### src/rtl/pattern_sequencer.sv
// pattern_sequencer: schedules frame-animated generators, muxes their colour, blanks between patterns
module pattern_sequencer #(
  parameter int NUM_PATTERNS  = 4,
  parameter int DWELL_FRAMES  = 600,
  parameter int BLANK_FRAMES  = 8,
  parameter int SPEED_DEFAULT = 2
) (
  input  logic                      clk,
  input  logic                      rst,
  input  logic                      next_frame,
  input  logic                      active,
  input  logic                      auto_en,
  input  logic                      btn_next,
  input  logic                      btn_pause,
  input  logic                      speed_up,
  input  logic                      speed_down,
  input  logic [6*NUM_PATTERNS-1:0] pattern_rgb,
  output logic [NUM_PATTERNS-1:0]   pattern_enable,
  output logic [2:0]                step_size,
  output logic [2:0]                pattern_sel,
  output logic                      in_transition,
  output logic [5:0]                rgb
);
  localparam int DW = $clog2(DWELL_FRAMES + 1);
  localparam int BW = $clog2(BLANK_FRAMES + 1);
  localparam logic [DW-1:0] DWELL_LAST = DW'(DWELL_FRAMES - 1);
  localparam logic [BW-1:0] BLANK_LAST = BW'(BLANK_FRAMES - 1);
  localparam logic [2:0] SEL_LAST = 3'(NUM_PATTERNS - 1);

  typedef enum logic {SHOW, BLANK} state_t;

  state_t state, state_n;
  logic [2:0] sel, sel_n, step_n;
  logic [DW-1:0] dwell_cnt, dwell_n;
  logic [BW-1:0] blank_cnt, blank_n;
  logic paused, advance;
  logic [5:0] cur;

  always_ff @(posedge clk or posedge rst)
    if (rst) begin
      state     <= SHOW;
      sel       <= 3'd0;
      dwell_cnt <= '0;
      blank_cnt <= '0;
      paused    <= 1'b0;
      step_size <= 3'(SPEED_DEFAULT);
    end else begin
      state     <= state_n;
      sel       <= sel_n;
      dwell_cnt <= dwell_n;
      blank_cnt <= blank_n;
      paused    <= paused ^ btn_pause;
      step_size <= step_n;
    end

  // dwell expiry and btn_next share one advance path, so both together step sel once
  always_comb begin
    state_n = state;
    sel_n   = sel;
    dwell_n = dwell_cnt;
    blank_n = blank_cnt;
    advance = 1'b0;
    if (state == SHOW) begin
      advance = btn_next;
      if (next_frame && auto_en && !paused) begin
        if (dwell_cnt == DWELL_LAST) advance = 1'b1;
        else dwell_n = dwell_cnt + 1'b1;
      end
      if (advance) begin
        sel_n   = (sel == SEL_LAST) ? 3'd0 : sel + 3'd1;
        dwell_n = '0;
        blank_n = '0;
        state_n = BLANK;
      end
    end else if (next_frame) begin
      blank_n = blank_cnt + 1'b1;
      state_n = (blank_cnt == BLANK_LAST) ? SHOW : BLANK;
    end
  end

  always_comb
    step_n = (speed_up && !speed_down && step_size != 3'd7) ? step_size + 3'd1 :
             (speed_down && !speed_up && step_size != 3'd0) ? step_size - 3'd1 : step_size;

  // enable stays on through BLANK so the incoming pattern is already animating
  always_comb begin
    cur = '0;
    pattern_enable = '0;
    for (int i = 0; i < NUM_PATTERNS; i++) begin
      if (sel == 3'(i)) cur = pattern_rgb[6*i +: 6];
      pattern_enable[i] = (sel == 3'(i)) && !paused;
    end
  end

  assign rgb           = (state == SHOW && active) ? cur : 6'd0;
  assign pattern_sel   = sel;
  assign in_transition = (state == BLANK);
endmodule

### config.mk
export PLATFORM = sky130hd
export DESIGN_NAME = pattern_sequencer
export DESIGN_NICKNAME = d
export VERILOG_FILES = /design/src/rtl/pattern_sequencer.sv
export SDC_FILE = /design/constraint.sdc
export NUM_CORES = 1
export LEC_CHECK = 0
export BUFFER_PORTS_ARGS = -buffer_cell sky130_fd_sc_hd__buf_2
export CORE_MARGIN = 2
export CORE_UTILIZATION = 54
export CTS_CLUSTER_SIZE = 12
export DETAILED_ROUTE_END_ITERATION = 7
export PLACE_DENSITY = 0.95
export SYNTH_ARGS = -nofsm -noshare
export SYNTH_HDL_FRONTEND = slang
export SYNTH_SLANG_ARGS = --single-unit
### constraint.sdc
create_clock -name clk -period 4.1 [get_ports clk]
set_input_delay 0.41 -clock clk [delete_from_list [all_inputs] [get_ports clk]]
set_output_delay 0.41 -clock clk [all_outputs]
set_load 0.02 [all_outputs]
==> impl_summary.log, run 1 <==
INFO  metric outcome = finished, final reports clean
INFO  metric antenna_cells_inserted = 0
INFO  metric timing.final.crit_period = between 2 and 2.5 ns
INFO  metric synthCells = around 180
INFO  metric vdd_ir_drop_max = just under 500 µV
INFO  metric tritoncts = built
INFO  metric vias_per_cell = 5.76
INFO  metric setup.worst_path.start = pattern_sel[0]
INFO  metric wl_per_cell = approximately 13 µm
INFO  metric flow.area_growth_from_synthesis = 19.4%
INFO  metric critPathCaptureType = primary output
INFO  metric post_synth_num_cell_types = 46
INFO  metric timing.clock.skew = 0.00885 ns
INFO  metric gr-usage-all-layers = 0.220
INFO  metric clock_latency = 0.31 ns
INFO  metric antenna_found_initial = 0
INFO  metric core_area = 2760 µm²
INFO  metric achievable-frequency = 424 MHz
INFO  metric ys.flop_type = sky130_fd_sc_hd__dfrtp_1
INFO  metric die_w = just under 60 µm
INFO  metric cts_hold_buf = 0
INFO  metric setup.reg_to_reg.worst_slack = approximately 2.0 ns
INFO  metric start_kind = flop
INFO  metric tightestPinTransition = 0.818 ns
INFO  metric floorplan.rows = 19
INFO  metric timing_worst_setup_path_type = flop to primary output
INFO  metric max-cap-violations = 0
INFO  metric i_o_pin_count = 50
INFO  metric total_power = 0.00115 W
INFO  metric synth_edf_count = 0
INFO  metric first_global_vias = 1311
INFO  metric reg2reg_to = pattern_sel[0]
INFO  metric r2r.worst_path.cells = 5
INFO  metric p_leak = slightly above 0.8 nW
INFO  metric synth.net_count = 224
INFO  metric postSynthRegisterBits = 22
INFO  metric cts.clk_slew.worst_paths = about 0.12 ns
INFO  metric ys.warnings.count = 0
INFO  metric slew_headroom = 0.454
INFO  metric report.final.slew_viol_count = 0
INFO  metric post_cts.repair.setup_buffers = 0
INFO  metric synth_sequential_area_ratio = 0.354
INFO  metric hpwlAfterDp = ~2.7 mm
INFO  metric die_height = 57.7 µm
INFO  metric power.density_cell_area = 616 nW/µm²
INFO  metric cts_resized = 0
INFO  metric cts.sinks = 22
INFO  metric unrepaired_setup_endpoints_after_global_routing = false
INFO  metric port-buffer-count = 49
INFO  metric layout-drive-gt1-share = 0.265
INFO  metric setup-violations-final = 0
INFO  metric tritoncts.num_buffers = 3
INFO  metric n_fill_cell = about 220
INFO  metric timing_hold_violations_final = 0
INFO  metric setup.worst_path.end = rgb[5]
INFO  metric die-area = 3330 µm²
INFO  metric initial_utilization = 0.565
INFO  metric clock_tree.root_cell = sky130_fd_sc_hd__clkbuf_4
INFO  metric synth_area = 1560 µm²
INFO  metric wl = about 3.5 mm
INFO  metric place_ws = ~1.9 ns
INFO  metric critical_path_required = 3.69 ns
INFO  metric largest_net_degree_at_the_start_of_global_routing = 23
INFO  metric grt_pass1_wl = around 5.8 mm
INFO  metric htree_levels = 1
INFO  metric timing.final.crit_share = 0.575
INFO  metric register_area = around 550 µm²
INFO  metric drt_pre_antenna_iters = 4
INFO  metric nNetsFinal = 271
INFO  metric setup_tns = 0 ns
INFO  metric footprint_of_the_multi_input_gates = 940 µm²
INFO  metric worst_setup_slack_final = between 1.5 and 2 ns
INFO  metric reg2reg_from = dwell_cnt[0]
INFO  metric cts.path.max_buffers = 2
INFO  metric critPathArrivalTime = 1.95 ns
INFO  metric hp-class = input pin to async pin
INFO  metric post-route-drc-count = 0
INFO  metric grt.overflow.total = 0
INFO  metric route.vias.total = 1504
INFO  metric avgSynthCellArea = 8.47 µm²
INFO  metric worstPathMaxFanout = 13
INFO  metric detail_route.iter0.violations = 61
INFO  metric async_flop_share = 1.00
INFO  metric drtAntennaViolNets = 0
INFO  metric globalplace.congestion = between 0.8 and 0.9
## layer usage
metal,share of wire,track usage
met3,0.041,0.0491
met2,0.48,0.356
met1,0.46,0.296
met5,0,0
met4,0.016,0.0698
## state kept, by name (all words and copies together) (netlist names)
register / count
pattern_sel: 3
in_transition: 1
step_size: 3
blank_cnt: 4
paused: 1
dwell_cnt: 10
## logic make-up after synthesis
logic type	count (synthesis)	share of synthesized area
simple gates	75	0.259
xor+xnor	8	0.0449
mux	3	0.0225
fa+ha+maj	7	0.0610
flops	22	0.354
compound gates	53	0.215
buf+inv	16	0.0433
## stage by stage
stage,hold slack (ns),cell area [µm²],cells,util
after floorplan,0.398,1560,184,-
after global placement,0.519,1810,257,0.656
after detailed placement,0.533,1810,257,0.656
after CTS,0.255,1860,261,0.675
after global routing,0.249,1860,261,0.675
final,0.232,1860,261,0.675
## worst min path at each step
| stage | endpoint | slack, ns | cells past startpoint |
|---|---|---|---|
| 2_1_floorplan | blank_cnt[0] | 0.40 | 1 |
| 3_3_place_gp | dwell_cnt[1] | 0.52 | 2 |
| 3_5_place_dp | paused | 0.53 | 1 |
| 4_1_cts | paused | 0.25 | 2 |
| 5_1_grt | paused | 0.25 | 2 |
| 6_report | dwell_cnt[7] | 0.23 | 2 |
## worst max-delay path, stage by stage, from the launching register on
cell                       delay [ns]
sky130_fd_sc_hd__dfrtp_1         0.48
sky130_fd_sc_hd__ha_1            0.36
sky130_fd_sc_hd__nand3b_1        0.21
sky130_fd_sc_hd__a21oi_1         0.15
sky130_fd_sc_hd__a21oi_1         0.06
sky130_fd_sc_hd__o22ai_1         0.18
sky130_fd_sc_hd__buf_2           0.20
## report_power, final
part / internal, W / switching, W
registers: 0.000310 / 0.000131
logic: 0.000235 / 0.000306
clock network: 0.0000988 / 0.0000656
total: 0.000644 / 0.000503
## cell usage after synthesis, drive strengths merged, types with 4 or more instances
cell type / instances / area share
nand3b: 7 / 0.042
nor2: 9 / 0.022
xnor2: 6 / 0.034
o21ai: 10 / 0.032
inv: 8 / 0.019
nand3: 10 / 0.032
dfrtp: 21 / 0.34
a21oi: 20 / 0.071
clkbuf: 6 / 0.014
nand2: 25 / 0.060
ha: 6 / 0.048
a211oi: 4 / 0.019
o22ai: 7 / 0.028
## cell type report
cell class | instances | share of cell area
Sequential cell | 22 | 0.296
Tap cell | 31 | 0.0208
Clock buffer | 3 | 0.0121
Multi-Input combinational cell | 146 | 0.505
Clock inverter | 1 | 0.0161
Inverter | 9 | 0.0181
Timing Repair Buffer | 49 | 0.132
## layout by cell type (no fill, tap or decap), types with 2 or more instances in the layout
cell,Yosys,routed
sky130_fd_sc_hd__clkbuf_4,0,3
sky130_fd_sc_hd__mux2i_1,2,2
sky130_fd_sc_hd__xnor2_1,6,6
sky130_fd_sc_hd__xor2_1,2,2
sky130_fd_sc_hd__nor3_1,3,3
sky130_fd_sc_hd__o21ai_0,10,10
sky130_fd_sc_hd__nand3_1,10,10
sky130_fd_sc_hd__o22ai_1,7,7
sky130_fd_sc_hd__buf_2,0,49
sky130_fd_sc_hd__and3_1,2,2
sky130_fd_sc_hd__a2111oi_0,2,2
sky130_fd_sc_hd__nand2b_1,2,2
sky130_fd_sc_hd__and2_1,3,3
sky130_fd_sc_hd__dfrtp_1,21,21
sky130_fd_sc_hd__ha_1,6,6
sky130_fd_sc_hd__nand3b_1,6,6
sky130_fd_sc_hd__or4_1,2,2
sky130_fd_sc_hd__inv_1,8,8
sky130_fd_sc_hd__nand2_1,25,25
sky130_fd_sc_hd__or2_2,2,2
sky130_fd_sc_hd__nor2_1,9,9
sky130_fd_sc_hd__nor2b_1,3,3
sky130_fd_sc_hd__a211oi_1,4,4
sky130_fd_sc_hd__o31ai_1,2,2
sky130_fd_sc_hd__a21oi_1,19,19
Note: power is estimated with default switching activity, not from simulation.
==> inputs of run 2 (changes only) <==
--- a/config.mk
+++ b/config.mk
@@ -5,12 +5,13 @@
 export SDC_FILE = /design/constraint.sdc
 export NUM_CORES = 1
 export LEC_CHECK = 0
+export ABC_AREA = 1
 export BUFFER_PORTS_ARGS = -buffer_cell sky130_fd_sc_hd__buf_2
 export CORE_MARGIN = 2
-export CORE_UTILIZATION = 54
+export CORE_UTILIZATION = 46
 export CTS_CLUSTER_SIZE = 12
 export DETAILED_ROUTE_END_ITERATION = 7
-export PLACE_DENSITY = 0.95
+export PLACE_DENSITY = 0.88
 export SYNTH_ARGS = -nofsm -noshare
 export SYNTH_HDL_FRONTEND = slang
 export SYNTH_SLANG_ARGS = --single-unit
==> constraint.sdc (replaced) <==
create_clock -name clk -period 2.1 [get_ports clk]
set_input_delay 0.21 -clock clk [delete_from_list [all_inputs] [get_ports clk]]
set_output_delay 0.21 -clock clk [all_outputs]
set_load 0.02 [all_outputs]
==> run 2 against run 1 <==
Compared with the run above:
- routed wire length is 1.3% lower
- first-iteration DRC count is 1.6% lower
- flip-flop and latch count stayed put
- utilization is 9.5 points lower
==> impl_summary.log, run 2 <==
INFO  metric power.density_cell_area = 1010 nW/µm² (+64%)
INFO  metric total_power = 0.00196 W (+71%)
INFO  metric final_common_cell = sky130_fd_sc_hd__nand2_1
INFO  metric die_w = 62.9 µm (+8.9%)
INFO  metric tritoncts = built
INFO  metric antenna_found_initial = 0 (unchanged)
INFO  metric setup_tns = 0 ns (unchanged)
INFO  metric post-synth-top-area-fraction = 0.330 (-0.00741)
INFO  metric timing_hold_violations_final = 0 (unchanged)
INFO  metric start_kind = flop
INFO  metric clock_tree.root_cell = sky130_fd_sc_hd__clkbuf_4
INFO  metric synth_top_area_cell = sky130_fd_sc_hd__dfrtp_1
INFO  metric report.final.slew_viol_count = 0 (unchanged)
INFO  metric grt.overflow.total = 0 (unchanged)
INFO  metric antenna_cells_inserted = 0 (unchanged)
INFO  metric globalplace.congestion = 0.853 (-2.2%)
INFO  metric synthTopCellsByArea = sky130_fd_sc_hd__dfrtp_1, sky130_fd_sc_hd__nand2_1, sky130_fd_sc_hd__nor2_1
INFO  metric detail_route.iter0.violations = 60 (-1.6%)
INFO  metric synth_edf_count = 0 (unchanged)
INFO  metric i_o_pin_count = 50 (unchanged)
INFO  metric gr-usage-all-layers = 0.184 (-0.0365)
INFO  metric slew_headroom = 0.461 (+0.00730)
INFO  metric timing.final.crit_period = 1.96 ns
INFO  metric cts.sinks = 22 (unchanged)
INFO  metric postSynthRegisterBits = 22 (unchanged)
INFO  metric nNetsFinal = 323 (+19%)
INFO  metric setup.reg_to_reg.worst_slack = 0.58 ns (-1.37 ns)
INFO  metric cts.path.max_buffers = 2 (unchanged)
INFO  metric vdd_ir_drop_max = 608 µV (+23%)
INFO  metric clock_latency = 0.32 ns (about the same)
INFO  metric initial_utilization = 0.478 (-0.0876)
INFO  metric synth.net_count = 271 (+21%)
INFO  metric post-route-drc-count = 0 (unchanged)
INFO  metric wl = 3.48 mm (-1.3%)
INFO  metric async_flop_share = 1.00 (unchanged)
INFO  metric wl_per_cell = 10.6 µm (-21%)
INFO  metric largest_net_degree_at_the_start_of_global_routing = 23 (unchanged)
INFO  metric port-buffer-count = 49 (unchanged)
INFO  metric max_flop_register = dwell_cnt
INFO  metric critical_path_required = 1.89 ns (-1.80 ns)
INFO  metric setup-violations-final = 0 (unchanged)
INFO  metric r2r.worst_path.cells = 7 (+2)
INFO  metric synthCells = 231 (+26%)
INFO  metric critPathCaptureType = primary output
INFO  metric mostFrequentLayoutCells = sky130_fd_sc_hd__nand2_1, sky130_fd_sc_hd__buf_2, sky130_fd_sc_hd__nor2_1
INFO  metric number_of_flip_flops_under_the_largest_register_name = 10 (unchanged)
INFO  metric worstPathMaxFanout = 6 (-7)
INFO  metric post_synth_num_cell_types = 29 (-37%)
INFO  metric layout-drive-gt1-share = 0.262 (-0.00281)
INFO  metric cts.clk_slew.worst_paths = 0.12 ns (about the same)
INFO  metric core_area = 3340 µm² (+21%)
INFO  metric timing.clock.skew = 0.00865 ns (-0.000205 ns)
INFO  metric flow.area_growth_from_synthesis = 21.4%
INFO  metric finish.utilization = 0.580 (-0.0955)
INFO  metric die-area = 3950 µm² (+19%)
INFO  metric unrepaired_setup_endpoints_after_global_routing = true
INFO  metric ys.warnings.count = 0 (unchanged)
INFO  metric timing.final.crit_share = 0.933
INFO  metric synth.top_cells.by_count = sky130_fd_sc_hd__nand2_1, sky130_fd_sc_hd__nor2_1, sky130_fd_sc_hd__inv_1
INFO  metric htree_levels = 1 (unchanged)
INFO  metric vias_per_cell = 4.79 (-17%)
INFO  metric achievable-frequency = approximately 510 MHz
INFO  metric hpwlAfterDp = 2.68 mm (+0.64%)
INFO  metric max-cap-violations = 0 (unchanged)
INFO  metric route.vias.total = 1572 (+4.5%)
INFO  metric critPathArrivalTime = 1.75 ns (-0.20 ns)
INFO  metric outcome = finished, final reports clean
INFO  metric cts_hold_buf = 0 (unchanged)
INFO  metric synth_area = 1590 µm² (+2.2%)
INFO  metric grt_pass1_wl = 5.98 mm (+3.8%)
INFO  metric drt_pre_antenna_iters = 6 (+2)
INFO  metric hp-class = input pin to async pin
INFO  metric first_global_vias = 1474 (+12%)
INFO  metric floorplan.rows = 21 (+2)
INFO  metric tightestPinTransition = 0.807 ns (-0.0109 ns)
INFO  metric timing_worst_setup_path_type = flop to primary output
INFO  metric drtAntennaViolNets = 0 (unchanged)
INFO  metric reg2reg_from = step_size[0]
INFO  metric avgSynthCellArea = 6.90 µm² (-19%)
INFO  metric synth_sequential_area_ratio = 0.346 (-0.00778)
INFO  metric layout_top_registers = dwell_cnt (10), blank_cnt (4)
INFO  metric ys.flop_type = sky130_fd_sc_hd__dfrtp_1
INFO  metric p_leak = 1.06 nW (+28%)
INFO  metric reg2reg_to = step_size[2]
INFO  metric tritoncts.num_buffers = 3 (unchanged)
INFO  metric yosysMostFrequentCell = sky130_fd_sc_hd__nand2_1
INFO  metric die_height = 62.9 µm (+8.9%)
run 2: cell count changes in the layout (fill, tap and decap cells not counted), sizes merged, moves of 4 or more:
cell and change:
nand2 +44, xnor2 -6, nor2 +23, inv +24
o21ai +8, a211oi -4, a21oi -7, o22ai -6
nand3b -7, nand3 +12
run 2: layout make-up:
cell class | count | area (µm²)
fill | 319 | 1400
timing repair buffer | 50 | 253
sequential | 22 | 552
inverter | 32 | 123
clock buffer | 4 | 26.3
multi-input combinational | 174 | 923
tap | 46 | 57.6
run 2: stage by stage:
step | cell area, µm² | setup WS, ns | hold slack [ns] | cells
2_1_floorplan | 1590 | 0.299 | 0.198 | 231
3_3_place_gp | 1870 | 0.356 | 0.396 | 323
3_5_place_dp | 1870 | 0.323 | 0.397 | 323
4_1_cts | 1900 | 0.00707 | 0.0563 | 327
5_1_grt | 1930 | -0.0219 | 0.0610 | 328
6_report | 1930 | 0.142 | 0.0142 | 328
run 2: per-layer routing:
metal  vias up  global-route usage  wire [µm]
met5         -                   0          0
met4         0              0.0667         55
met3         7              0.0396        125
met2        27               0.315       1680
met1       704               0.226       1620
li1        834                   -          -
run 2: worst max-delay path by stage:
stage                              start      to
after CTS                 pattern_sel[1]  rgb[4]
after global placement    pattern_sel[0]  rgb[4]
after floorplan           pattern_sel[0]  rgb[4]
after detailed placement  pattern_sel[0]  rgb[4]
final                     pattern_sel[0]  rgb[5]
after global routing      pattern_sel[0]  rgb[4]
run 2: logic make-up (layout without fill, tap and decap cells):
group,after synthesis,in the layout,synth area share
xor+xnor,5,5,0.0275
flops,22,22,0.346
compound gates,33,33,0.117
simple gates,129,129,0.358
fa+ha+maj,7,7,0.0597
buf+inv,35,86,0.0918
run 2: timing repair:
item                       CTS  global route
resized for setup            1             8
pin swaps                    0             0
setup endpoints to repair    6             6
buffers inserted             0             1
cloned                       0             0
run 2: report_power, final:
part	switching (W)	total [W]	leakage [nW]	internal, W
logic	0.000630	0.00101	0.771	0.000376
registers	0.000174	0.000744	0.279	0.000570
clock network	0.000133	0.000207	0.0150	0.0000745
total	0.000937	0.00196	1.06	0.00102
run 2: worst max-delay path, stage by stage (launching register included):
cell and delay, ns:
sky130_fd_sc_hd__dfrtp_1 0.46, sky130_fd_sc_hd__inv_2 0.10, sky130_fd_sc_hd__ha_1 0.15, sky130_fd_sc_hd__inv_1 0.07
sky130_fd_sc_hd__nor2_4 0.14, sky130_fd_sc_hd__nand2_1 0.07, sky130_fd_sc_hd__a21oi_1 0.12, sky130_fd_sc_hd__a21oi_1 0.08
sky130_fd_sc_hd__nor2_1 0.08, sky130_fd_sc_hd__buf_2 0.17
